File: src/rtl/rx_sync_sample_counter.sv
// rx_sync_sample_counter
// Aligns the master-control sync request to the RX sample grid, emits a
// single aligned sync pulse and runs the shared sample counter that every
// board in a master/slave chain uses to timestamp samples identically.
// Also drives a stretched sync_out towards slave boards.
module rx_sync_sample_counter #(
  parameter int CNT_W   = 32,
  parameter int STRETCH = 4    // sync_out high time in master_clk cycles (1..255)
) (
  input  logic             master_clk,
  input  logic             reset,
  input  logic             sync_rx,
  input  logic             enable_rx,
  input  logic             rx_sample_strobe,
  input  logic             master_en,
  output logic [CNT_W-1:0] sample_count,
  output logic             sync_pulse,
  output logic             synced,
  output logic             count_wrapped,
  output logic [7:0]       resync_count,
  output logic             sync_out
);

  localparam logic [1:0] ST_IDLE  = 2'd0;
  localparam logic [1:0] ST_ARMED = 2'd1;
  localparam logic [1:0] ST_RUN   = 2'd2;

  localparam logic [7:0]       STRETCH_M1 = 8'(STRETCH - 1);
  localparam logic [CNT_W-1:0] CNT_MAX    = '1;

  logic [1:0] state;
  logic [1:0] state_nxt;
  logic       sync_d;
  logic       sync_edge;
  logic       align;
  logic       count_step;
  logic [7:0] stretch_cnt;

  // Rising edge of the level request; sync_d resets high so a request held
  // through reset release is not mistaken for a new edge.
  assign sync_edge = sync_rx & ~sync_d;

  // The alignment strobe must arrive while already ARMED, so a strobe in the
  // same cycle as the arming edge is never used.
  assign align      = enable_rx & (state == ST_ARMED) & rx_sample_strobe;
  assign count_step = enable_rx & (state == ST_RUN)   & rx_sample_strobe;

  // Next-state logic; dropping enable_rx overrides every other event.
  always_comb begin
    // NOTE: default assignment first so no path leaves state_nxt unassigned (no latch).
    state_nxt = state;
    if (!enable_rx) begin
      state_nxt = ST_IDLE;
    end else begin
      case (state)
        ST_IDLE:  if (sync_edge)        state_nxt = ST_ARMED;
        ST_ARMED: if (rx_sample_strobe) state_nxt = ST_RUN;
        ST_RUN:   if (sync_edge)        state_nxt = ST_ARMED;
        default:                        state_nxt = ST_IDLE;
      endcase
    end
  end

  // State register, edge-detect history and the registered synced flag.
  // NOTE: asynchronous reset in the sensitivity list; every flop here has a reset value.
  always_ff @(posedge master_clk or posedge reset) begin
    if (reset) begin
      state  <= ST_IDLE;
      sync_d <= 1'b1;
      synced <= 1'b0;
    end else begin
      // NOTE: non-blocking assignments for all sequential state.
      state  <= state_nxt;
      sync_d <= sync_rx;
      synced <= (state_nxt == ST_RUN);
    end
  end

  // Sample counter, aligned-sync pulse, wrap flag and resync statistics.
  always_ff @(posedge master_clk or posedge reset) begin
    if (reset) begin
      sample_count  <= '0;
      sync_pulse    <= 1'b0;
      count_wrapped <= 1'b0;
      resync_count  <= 8'd0;
    end else begin
      sync_pulse <= align;
      if (align) begin
        sample_count  <= '0;
        count_wrapped <= 1'b0;
        if (resync_count != 8'hFF) resync_count <= resync_count + 8'd1;
      end else if (count_step) begin
        sample_count <= sample_count + 1'b1;
        if (sample_count == CNT_MAX) count_wrapped <= 1'b1;
      end
    end
  end

  // Stretched sync towards slave boards; a new edge restarts the full
  // stretch and master_en low clears it on the next cycle.
  always_ff @(posedge master_clk or posedge reset) begin
    if (reset) begin
      stretch_cnt <= 8'd0;
      sync_out    <= 1'b0;
    end else if (!master_en) begin
      stretch_cnt <= 8'd0;
      sync_out    <= 1'b0;
    end else if (sync_edge) begin
      stretch_cnt <= STRETCH_M1;
      sync_out    <= 1'b1;
    end else if (stretch_cnt != 8'd0) begin
      stretch_cnt <= stretch_cnt - 8'd1;
      sync_out    <= 1'b1;
    end else begin
      sync_out    <= 1'b0;
    end
  end

endmodule

File: config.mk
export PLATFORM = sky130hd
export DESIGN_NAME = rx_sync_sample_counter
export DESIGN_NICKNAME = d
export VERILOG_FILES = /design/src/rtl/rx_sync_sample_counter.sv
export SDC_FILE = /design/constraint.sdc
export NUM_CORES = 1
export LEC_CHECK = 0
export CAP_MARGIN = 10
export CELL_PAD_IN_SITES_DETAIL_PLACEMENT = 0
export CELL_PAD_IN_SITES_GLOBAL_PLACEMENT = 2
export CORE_UTILIZATION = 33
export CTS_BUF_LIST = sky130_fd_sc_hd__clkbuf_8 sky130_fd_sc_hd__clkbuf_16
export DETAILED_ROUTE_END_ITERATION = 10
export PLACE_DENSITY = 0.77
export SYNTH_ARGS = -nofsm -noshare
export SYNTH_HDL_FRONTEND = slang
export SYNTH_SLANG_ARGS = --single-unit
export TNS_END_PERCENT = 100
File: constraint.sdc
create_clock -name master_clk -period 2.4 [get_ports master_clk]
set_input_delay 0.24 -clock master_clk [delete_from_list [all_inputs] [get_ports master_clk]]
set_output_delay 0.24 -clock master_clk [all_outputs]
set_load 0.005 [all_outputs]
==> flow_summary.json <==
{
  "design.core.area_mm2": 0.008217,
  "cap_viol_max_count": 0,
  "layout.cell_area.non_filler_mm2": 0.003558,
  "post_cts_resized": 0,
  "remaining_drc_errors": 2,
  "power_density_mw_per_mm2": 619.3,
  "final_core_density_pct": 43.31,
  "syn_to_final_growth_pct": 27.53,
  "final_critical_path_setup_slack_ns": 0.3204,
  "core.rowCount": 33,
  "post_route_cells_drive_above_1_share_pct": 8.333,
  "worstSetupStartpointType": "flip-flop",
  "fin_skew_ns": 0.01206,
  "holdWs_ns": 0.2961,
  "instances_no_fill": 441,
  "clock_sinks": 55,
  "h-tree-depth": 2,
  "antenna_violations_before_repair": 0,
  "tightest_hold_check_type": "input pin to asynchronous set/reset pin",
  "totalWireLength_um": 6730,
  "setup_repair_after_global_routing_missed_its_margin": "no",
  "tightestPinTransition_ns": 0.5361,
  "timing.final.max_slew_violations": 0,
  "layout.cells.most_common_list": "dfrtp_1 (54), clkdlybuf4s50_1 (49), nand2_1 (22)",
  "leakagePower_nw": 1.483,
  "timing.critical_path.buf_inv": 0,
  "initialDrtViolationCount": 96,
  "synthCells": 279,
  "max-slew-margin-rel_pct": 63.79,
  "cts_setup_buffers": 0,
  "cts_root_buf": "clkbuf_8",
  "initial_core_util_pct": 33.96,
  "critical_path.top_delay_family": "simple AND/OR/NAND/NOR gates",
  "ctsLongestPathBuffers": 2,
  "grt_start_max_net_pins": 56,
  "final_min_period_ns": 2.080,
  "timing.critical_path.slowest_stage_cell": "or4b_1",
  "synth_area_leaders": "dfrtp_1 (48%), xnor2_1 (3.8%), a21oi_1 (3.6%), xor2_1 (3.5%), nand2_1 (3.0%)",
  "die_height_um": 93.95,
  "tritoncts_clock_tree": "built",
  "synth_fp_nets": 289,
  "synth.yosys.seq_area_share_pct": 49.37,
  "number_of_hold_violations_in_the_final_report": 0,
  "route.detailed.wl_per_inst_um": 15.26,
  "grt_first_pass_wirelength_um": 11740,
  "layout.cells.most_common": "dfrtp_1",
  "critical_path_peak_fanout": 9,
  "syn_avg_cell_area_um2": 10.00,
  "layout_worst_path_cycle_share_pct": 86.65,
  "clock_latency_ns": 0.31,
  "hpwl_um": 4740,
  "timing.critical_path.cells": "nand4_2 -> or4b_1 -> or4_1 -> a21oi_1",
  "synthesis.area_mm2": 0.002790,
  "die-width_um": 93.95,
  "synth_top_cell_area_share_pct": 48.43,
  "detail-route-antenna-nets": 0,
  "fmax_mhz": 480.9,
  "place.gp.congestion": 0.7264,
  "worst_setup_path_class": "flip-flop to flip-flop",
  "outcome": "finished, violations left",
  "synth_edf_count": 0,
  "io-pin-count": 50,
  "via_count": 2300,
  "pre_cts_ws_ns": 0.1482,
  "floorplan.die_area_mm2": 0.008827,
  "routed_via_density": 5.215,
  "synth-main-ff-cell": "dfrtp_1",
  "port-buffer-count": 49,
  "reg2regPathDepth": 4,
  "crit_path_end_kind": "flip-flop",
  "via_count_of_the_first_global_routing_pass": 2337,
  "crit_path_max_incr_delay_ns": 0.70,
  "ctsHoldBuffers": 0,
  "violations": "DRC",
  "totalNegativeSetupSlack_ns": 0,
  "post_synth_num_cell_types": 48,
  "grtUsageTotal_pct": 16.82,
  "report.final.setup_viol": 0,
  "synth-seq-cells": 55,
  "critPathRequiredTime_ns": 2.63,
  "placedCellCount": 433,
  "finish.net_count": 345,
  "cts-buffers-inserted": 5,
  "synth_async_sr_flop_share_pct": 100.0,
  "fillCellCount": 818,
  "placedInstanceArea_mm2": 0.003473,
  "detailedRoute.firstPassIterationCount": 8,
  "ys_warn_count": 0,
  "synth_top_area_cell": "dfrtp_1",
  "globalRouteOverflowTotal": 0,
  "power_mw": 2.204,
  "irDropWorstVdd_uv": 363.1,
  "critPathArrivalTime_ns": 2.31,
  "clk_pin_slew_ns": 0.11,
  "critical_path_depth": 4,
  "number_of_antenna_cells_inserted": 0
}
layer usage:
metal / global-route usage (%) / wire length [µm]
met3: 3.155 / 255
met2: 27.43 / 3159
met4: 4.231 / 85
met5: 0 / 0
met1: 22.90 / 3230
cell type report:
| type | instances | area, µm² | share of cell area (%) |
|---|---|---|---|
| flip-flops and latches | 55 | 1378 | 38.71 |
| well taps | 105 | 131.4 | 3.692 |
| clock inverters | 3 | 16.27 | 0.4571 |
| multi-input cells | 206 | 1344 | 37.76 |
| repair buffers | 59 | 590.6 | 16.60 |
| inverters | 8 | 30.03 | 0.8439 |
| clock buffers | 5 | 68.82 | 1.934 |
report_power, final:
group | total (mW) | internal (mW) | leakage (nW) | switching [mW]
Clock | 0.509 | 0.201 | 0.0453 | 0.308
Sequential | 1.13 | 1.02 | 0.752 | 0.105
Combinational | 0.569 | 0.313 | 0.686 | 0.256
worst paths after layout:
path,startpoint,endpoint,slack [ns]
hold / removal,reset,count_wrapped,0.30
setup / recovery,sample_count[3],sample_count[27],0.32
min in group master_clk,sync_rx,sync_d,0.37
hold reg to reg,resync_count[0],resync_count[0],0.54
max in group asynchronous,reset,sync_d,1.82
setup reg to reg,sample_count[3],sample_count[27],0.32
cell usage after synthesis (7+ instances only):
library cell / n
a21oi_1: 20
and4_1: 9
clkbuf_1: 7
dfrtp_1: 54
inv_1: 7
nand2_1: 22
nand3_1: 13
nand4_1: 10
nor2_1: 21
o31ai_1: 7
or4_1: 7
xnor2_1: 12
xor2_1: 11
worst reg2reg max path: cells and delay by family (launching register included):
family | cells | cell delay [ns]
compound gates | 1 | 0.15
flops | 1 | 0.46
simple gates | 3 | 1.40
logic make-up after synthesis:
kind of cell	synth area share [%]
xor gates and xnor gates	7.220
and+or+nand+nor	27.09
adders and majority gates	1.794
buffers and inverters	2.467
muxes	2.197
DFF	49.37
AOI/OAI and AO/OA	9.866
registers in the layout, summed over array words and instances, names as in the netlist:
signal         count
sync_pulse         1
sample_count      32
resync_count       8
sync_d             1
sync_out           1
state              2
stretch_cnt        8
count_wrapped      1
synced             1
(Power assumes the default switching activity.)
